## src/rtl/cmp_window_stats_if.sv

```systemverilog
`default_nettype none
// ---------------------------------------------------------------------------
// cmp_window_stats_if : sample/flag inputs and window-result outputs of
//                       cmp_window_stats.   Rev 1.0
// ---------------------------------------------------------------------------
interface cmp_window_stats_if #(
  parameter int CNT_W = 5
);
  logic             start;
  logic             in_valid;
  logic             a_lt_b;
  logic             a_eq_b;
  logic             a_gt_b;
  logic             busy;
  logic             done;
  logic [CNT_W-1:0] lt_cnt;
  logic [CNT_W-1:0] eq_cnt;
  logic [CNT_W-1:0] gt_cnt;
  logic [CNT_W-1:0] bad_cnt;
  logic [1:0]       verdict;

  modport master (
    output start, in_valid, a_lt_b, a_eq_b, a_gt_b,
    input  busy, done, lt_cnt, eq_cnt, gt_cnt, bad_cnt, verdict
  );

  modport slave (
    input  start, in_valid, a_lt_b, a_eq_b, a_gt_b,
    output busy, done, lt_cnt, eq_cnt, gt_cnt, bad_cnt, verdict
  );
endinterface
`default_nettype wire

```

## src/rtl/cmp_window_stats.sv

```systemverilog
`default_nettype none
// ---------------------------------------------------------------------------
// cmp_window_stats : counts comparator flag outcomes over WIN_LEN valid
//                    samples and reports counts plus a majority verdict.
//                    Rev 1.0
// ---------------------------------------------------------------------------
module cmp_window_stats #(
  parameter int WIN_LEN = 16,
  parameter int CNT_W   = 5
) (
  input  logic                clk,
  input  logic                rst_n,
  cmp_window_stats_if.slave   bus
);

  localparam logic [CNT_W-1:0] c_WIN = CNT_W'(WIN_LEN);
  localparam logic [CNT_W-1:0] c_ONE = CNT_W'(1);

  typedef enum logic [1:0] {
    S_IDLE   = 2'd0,
    S_ACC    = 2'd1,
    S_REPORT = 2'd2
  } state_t;

  state_t           r_state;
  state_t           w_state_nxt;

  logic [CNT_W-1:0] r_lt,  r_eq,  r_gt,  r_bad,  r_smp;
  logic [CNT_W-1:0] w_lt,  w_eq,  w_gt,  w_bad,  w_smp;
  logic             w_last;

  logic [CNT_W-1:0] r_lt_cnt, r_eq_cnt, r_gt_cnt, r_bad_cnt;
  logic [1:0]       r_verdict;
  logic [1:0]       w_verdict;

  // A count wins only when it strictly exceeds both others; all-zero ties too.
  function automatic logic [1:0] f_verdict(
    input logic [CNT_W-1:0] lt,
    input logic [CNT_W-1:0] eq,
    input logic [CNT_W-1:0] gt
  );
    logic [1:0] v;
    v = 2'b11;
    if ((lt > eq) && (lt > gt))      v = 2'b00;
    else if ((eq > lt) && (eq > gt)) v = 2'b01;
    else if ((gt > lt) && (gt > eq)) v = 2'b10;
    return v;
  endfunction

  always_comb begin
    w_state_nxt = r_state;
    w_lt        = r_lt;
    w_eq        = r_eq;
    w_gt        = r_gt;
    w_bad       = r_bad;
    w_smp       = r_smp;
    w_last      = 1'b0;
    case (r_state)
      S_IDLE: begin
        if (bus.start) begin
          w_lt        = '0;
          w_eq        = '0;
          w_gt        = '0;
          w_bad       = '0;
          w_smp       = '0;
          w_state_nxt = S_ACC;
        end
      end
      S_ACC: begin
        if (bus.in_valid) begin
          w_smp = r_smp + c_ONE;
          case ({bus.a_lt_b, bus.a_eq_b, bus.a_gt_b})
            3'b100:  w_lt  = r_lt  + c_ONE;
            3'b010:  w_eq  = r_eq  + c_ONE;
            3'b001:  w_gt  = r_gt  + c_ONE;
            default: w_bad = r_bad + c_ONE;
          endcase
          if (w_smp == c_WIN) begin
            w_last      = 1'b1;
            w_state_nxt = S_REPORT;
          end
        end
      end
      S_REPORT: w_state_nxt = S_IDLE;
      default:  w_state_nxt = S_IDLE;
    endcase
  end

  assign w_verdict = f_verdict(w_lt, w_eq, w_gt);

  always_ff @(posedge clk or negedge rst_n) begin
    if (!rst_n) begin
      r_state <= S_IDLE;
      r_lt    <= '0;
      r_eq    <= '0;
      r_gt    <= '0;
      r_bad   <= '0;
      r_smp   <= '0;
    end else begin
      r_state <= w_state_nxt;
      r_lt    <= w_lt;
      r_eq    <= w_eq;
      r_gt    <= w_gt;
      r_bad   <= w_bad;
      r_smp   <= w_smp;
    end
  end

  // Results load on the edge that accepts the final sample, so they appear with done.
  always_ff @(posedge clk or negedge rst_n) begin
    if (!rst_n) begin
      r_lt_cnt  <= '0;
      r_eq_cnt  <= '0;
      r_gt_cnt  <= '0;
      r_bad_cnt <= '0;
      r_verdict <= 2'b00;
    end else if (w_last) begin
      r_lt_cnt  <= w_lt;
      r_eq_cnt  <= w_eq;
      r_gt_cnt  <= w_gt;
      r_bad_cnt <= w_bad;
      r_verdict <= w_verdict;
    end
  end

  assign bus.busy    = (r_state == S_ACC);
  assign bus.done    = (r_state == S_REPORT);
  assign bus.lt_cnt  = r_lt_cnt;
  assign bus.eq_cnt  = r_eq_cnt;
  assign bus.gt_cnt  = r_gt_cnt;
  assign bus.bad_cnt = r_bad_cnt;
  assign bus.verdict = r_verdict;

endmodule
`default_nettype wire

```

## src/flat_wrapper.sv

```systemverilog
// flat-port wrapper written by rule: the top's interface ports become plain ports
module cmp_window_stats_flat 
#(
  parameter int WIN_LEN = 16,
  parameter int CNT_W   = 5
)
  (clk, rst_n, bus_start, bus_in_valid, bus_a_lt_b, bus_a_eq_b, bus_a_gt_b, bus_busy, bus_done, bus_lt_cnt, bus_eq_cnt, bus_gt_cnt, bus_bad_cnt, bus_verdict);
  cmp_window_stats_if #(.CNT_W(CNT_W)) bus_i ();
  input  logic clk;
  input  logic rst_n;
  input wire logic [$bits(bus_i.start)-1:0] bus_start;
  input wire logic [$bits(bus_i.in_valid)-1:0] bus_in_valid;
  input wire logic [$bits(bus_i.a_lt_b)-1:0] bus_a_lt_b;
  input wire logic [$bits(bus_i.a_eq_b)-1:0] bus_a_eq_b;
  input wire logic [$bits(bus_i.a_gt_b)-1:0] bus_a_gt_b;
  output wire logic [$bits(bus_i.busy)-1:0] bus_busy;
  output wire logic [$bits(bus_i.done)-1:0] bus_done;
  output wire logic [$bits(bus_i.lt_cnt)-1:0] bus_lt_cnt;
  output wire logic [$bits(bus_i.eq_cnt)-1:0] bus_eq_cnt;
  output wire logic [$bits(bus_i.gt_cnt)-1:0] bus_gt_cnt;
  output wire logic [$bits(bus_i.bad_cnt)-1:0] bus_bad_cnt;
  output wire logic [$bits(bus_i.verdict)-1:0] bus_verdict;
  assign bus_i.start = bus_start;
  assign bus_i.in_valid = bus_in_valid;
  assign bus_i.a_lt_b = bus_a_lt_b;
  assign bus_i.a_eq_b = bus_a_eq_b;
  assign bus_i.a_gt_b = bus_a_gt_b;
  assign bus_busy = bus_i.busy;
  assign bus_done = bus_i.done;
  assign bus_lt_cnt = bus_i.lt_cnt;
  assign bus_eq_cnt = bus_i.eq_cnt;
  assign bus_gt_cnt = bus_i.gt_cnt;
  assign bus_bad_cnt = bus_i.bad_cnt;
  assign bus_verdict = bus_i.verdict;
  cmp_window_stats #(.WIN_LEN(WIN_LEN), .CNT_W(CNT_W)) u_core (.clk(clk), .rst_n(rst_n), .bus(bus_i));
endmodule
```

## config.mk

```make
export PLATFORM = sky130hd
export DESIGN_NAME = cmp_window_stats_flat
export DESIGN_NICKNAME = d
export VERILOG_FILES = /design/src/rtl/cmp_window_stats_if.sv /design/src/rtl/cmp_window_stats.sv /design/src/flat_wrapper.sv
export SDC_FILE = /design/constraint.sdc
export NUM_CORES = 1
export LEC_CHECK = 0
export CORE_UTILIZATION = 40
export CTS_BUF_LIST = sky130_fd_sc_hd__clkbuf_8 sky130_fd_sc_hd__clkbuf_16
export CTS_CLUSTER_DIAMETER = 120
export DETAILED_ROUTE_END_ITERATION = 6
export HOLD_SLACK_MARGIN = 0.02
export MAX_ROUTING_LAYER = met4
export PLACE_DENSITY = 0.71
export SYNTH_ARGS = -nofsm -noshare
export SYNTH_HDL_FRONTEND = slang
export SYNTH_SLANG_ARGS = --single-unit
```

## constraint.sdc

```tcl
create_clock -name clk -period 6.1 [get_ports clk]
set_input_delay 1.83 -clock clk [delete_from_list [all_inputs] [get_ports clk]]
set_output_delay 1.83 -clock clk [all_outputs]
set_load 0.005 [all_outputs]
```

==> impl_metrics.py <==
metrics = {
    "critical_path": {
        "crit_fanout": 6,
        "crit_path_start_kind": "primary input",
        "critPathRequiredTime_ns": 6.28,
        "r2r-start": "u_core.r_state[0]",
        "reg2reg_depth": 11,
        "crit_type": "primary input to flip-flop",
        "reg2reg_to": "u_core.bus.verdict[0]",
        "rrSetupSlack_ns": 3.11,
        "cp.arrival_ns": 4.79,
        "endpoint_kind": "flip-flop",
    },
    "power_and_ir_drop": {
        "ir_drop_v": 0.000141,
        "power_density_nw_per_um2": 370,
        "power_uw": 1110,
        "p_leak_uw": 0.00139,
    },
    "worst_hold_path": {
        "holdPathEnd": "u_core.r_bad[4]",
        "hold_path.class": "flip-flop to flip-flop",
        "min_from": "u_core.r_bad[4]",
        "holdPathStages": 1,
    },
    "clock_network": {
        "h-tree-depth": 2,
        "root_buffer": "clkbuf_8",
        "cts_inserted_buffers": 5,
        "clk_latency_ns": 0.30,
        "cts_tree": "done",
        "postCtsHoldBufs": 0,
        "clock_path_buffers": 2,
        "cts_setup_buffers": 0,
        "clkSlewWorstSetupHoldPaths_ns": 0.09,
        "cts.sinks": 49,
        "postCtsResizedCells": 0,
    },
    "placement": {
        "hpwlAfterDp_um": 3600,
        "place_area_sq_um": 2920,
        "place_congestion": 0.828,
        "numPortBuffers": 30,
    },
    "outcome": {
        "status": "completed",
    },
    "grt": {
        "grt_pass1_wl_um": 8460,
        "antenna_found_initial": 0,
        "grt_pass1_vias": 1771,
        "grt_max_degree": 50,
        "grt-ovfl-total": 0,
        "grt_use_total_pct": 17.2,
    },
    "timing": {
        "worstMarginPinSlew_ns": 1.07,
        "period_needed_ns": 4.61,
        "fmax_mhz": 217,
        "relSlewSlack_pct": 28.7,
        "tns_ns": 0,
        "rsz0062_at_grt": "no",
        "fin_skew_ns": 0.00540,
        "slew_viol_final": 0,
        "timing.final.hold_violations": 0,
        "setup_viol": 0,
        "fin_crit_sh_pct": 75.6,
    },
    "routing": {
        "antenna_left": 0,
        "drc_errors": 0,
        "dr.pass1.iters": 4,
        "wl_per_cell_um": 14.6,
        "via_per_inst": 5.40,
        "drtIter0Drc": 120,
        "routed_wl_um": 4980,
        "vias": 1835,
    },
    "synthesis": {
        "ys_ff_latch": 49,
        "ys_types": 41,
        "synth.avg_cell_area_sq_um": 11.1,
        "synthArstFlopShare_pct": 100,
        "synthCells": 231,
        "synth_top_flop_cell": "dfrtp_1",
        "synth_edf_count": 0,
        "yosysWarnings": 0,
        "syn_area_sq_um": 2560,
        "syn_nets": 258,
        "ys_seq_area_share_pct": 48.0,
    },
    "floorplanning": {
        "die_y_um": 81.9,
        "std_cell_rows": 28,
        "start_util_pct": 42.4,
        "io_pins": 31,
        "die-area_sq_um": 6710,
        "die_x_um": 81.9,
        "coreArea_sq_um": 6030,
    },
    "final_layout": {
        "antenna_cells": 0,
        "final_area_sq_um": 3000,
        "areaGrowthSynthToFinish_pct": 17.5,
        "final_core_util_pct": 49.8,
        "nets": 291,
        "drive_above_1_share_pct": 12.8,
    },
    "flow_run": {
        "timing.max_cap.violations": 0,
    },
}
-- critical path, stage by stage --
cell and delay (ns):
clkdlybuf4s50_1 0.64, nand4bb_1 0.22, nor3b_2 0.40, nand2_1 0.12, mux2i_1 0.30, inv_1 0.09
ha_1 0.32, o21ai_0 0.15, a21oi_1 0.07, o21ai_0 0.13, nor4b_1 0.38, o31ai_1 0.14
-- kinds of logic (layout without fill, tap and decap cells) --
family	Yosys count	count (layout)	synth area share [%]
muxes	29	29	12.3
xor gates and xnor gates	3	3	1.03
AOI/OAI and AO/OA	36	36	9.50
adders and majority gates	20	20	9.79
and+or+nand+nor	75	75	16.1
buffers and inverters	19	53	3.38
DFF	49	49	48.0
-- layout by cell type, fill, tap and decap left out, types with 2 or more instances in the layout --
| cell type | Yosys | layout |
|---|---|---|
| nand2_1 | 27 | 27 |
| nor3b_2 | 2 | 2 |
| nand3b_1 | 3 | 3 |
| o21ai_0 | 14 | 14 |
| xor2_1 | 2 | 2 |
| dfrtp_1 | 49 | 49 |
| o31ai_1 | 5 | 5 |
| inv_1 | 14 | 16 |
| ha_1 | 20 | 20 |
| nand2b_1 | 3 | 3 |
| nand3_1 | 13 | 13 |
| a31oi_1 | 2 | 2 |
| nor2b_1 | 2 | 2 |
| nor2_1 | 6 | 6 |
| and2_1 | 2 | 2 |
| a21oi_1 | 5 | 5 |
| mux2_2 | 19 | 19 |
| clkbuf_8 | 0 | 5 |
| nand4_1 | 7 | 7 |
| mux2i_1 | 10 | 10 |
| o211ai_1 | 3 | 3 |
| clkdlybuf4s50_1 | 0 | 29 |
-- how the worst max path moves through the flow --
stage                      start               endpoint  cells past startpoint
global placement    bus_in_valid  u_core.bus.verdict[1]                     12
finish              bus_in_valid  u_core.bus.verdict[0]                     12
detailed placement  bus_in_valid  u_core.bus.verdict[1]                     12
global route        bus_in_valid  u_core.bus.verdict[1]                     12
floorplan             bus_a_eq_b  u_core.bus.verdict[0]                     11
CTS                 bus_in_valid  u_core.bus.verdict[0]                     12
-- synth_stat cells, drive strengths merged, types with 2 or more instances --
cell type,count,area share [%]
ha,20,9.8
nor3b,2,0.98
nand2,28,4.4
inv,14,2.1
dfrtp,49,48
xor2,2,0.69
nand4,7,1.7
o21ai,14,2.7
a21oi,5,0.98
buf,3,1.0
mux2i,10,3.9
o211ai,3,0.88
nor2,6,0.88
clkbuf,2,0.29
and2,3,0.73
nand2b,3,0.73
nand3,13,2.5
a211oi,2,1.1
a31oi,2,0.49
o31ai,5,1.5
nor2b,2,0.49
nand3b,3,0.88
mux2,19,8.4
-- where the power goes --
group / total [uW] / switching (uW) / internal [uW]
Combinational: 451 / 235 / 215
Clock: 186 / 108 / 78.1
Sequential: 475 / 69.1 / 406
Total: 1110 / 412 / 699
-- layout make-up --
type | count | area (sq um)
Tap cell | 75 | 93.8
Multi-Input combinational cell | 163 | 1240
Sequential cell | 49 | 1230
Inverter | 14 | 52.6
Timing Repair Buffer | 31 | 303
Clock buffer | 5 | 68.8
Fill cell | 546 | 3020
Clock inverter | 3 | 15.0
-- per-layer routing --
metal	up-vias	GRT usage [%]	share of wire (%)
met3	5	2.22	3.7
met4	0	6.32	1.3
met2	32	25.1	45
met1	901	24.4	50
li1	897	-	-
met5	-	-	0
-- through the flow --
step	worst slack (ns)	instances	hold WS [ns]
6_report	1.49	340	0.490
5_1_grt	1.21	340	0.526
4_1_cts	1.50	340	0.489
3_5_place_dp	1.21	332	0.476
3_3_place_gp	1.33	332	0.469
2_1_floorplan	2.15	231	0.444
-- sequential cells by signal, indices dropped and copies added (netlist names) --
name and flops:
u_core.bus.bad_cnt 5, u_core.bus.verdict 2, u_core.bus.gt_cnt 5, u_core.r_lt 5, u_core.bus.lt_cnt 5, u_core.r_bad 5
u_core.r_eq 5, u_core.r_gt 5, u_core.bus.eq_cnt 5, u_core.r_smp 5, u_core.r_state 2
Power figures use the tool's default switching activity.
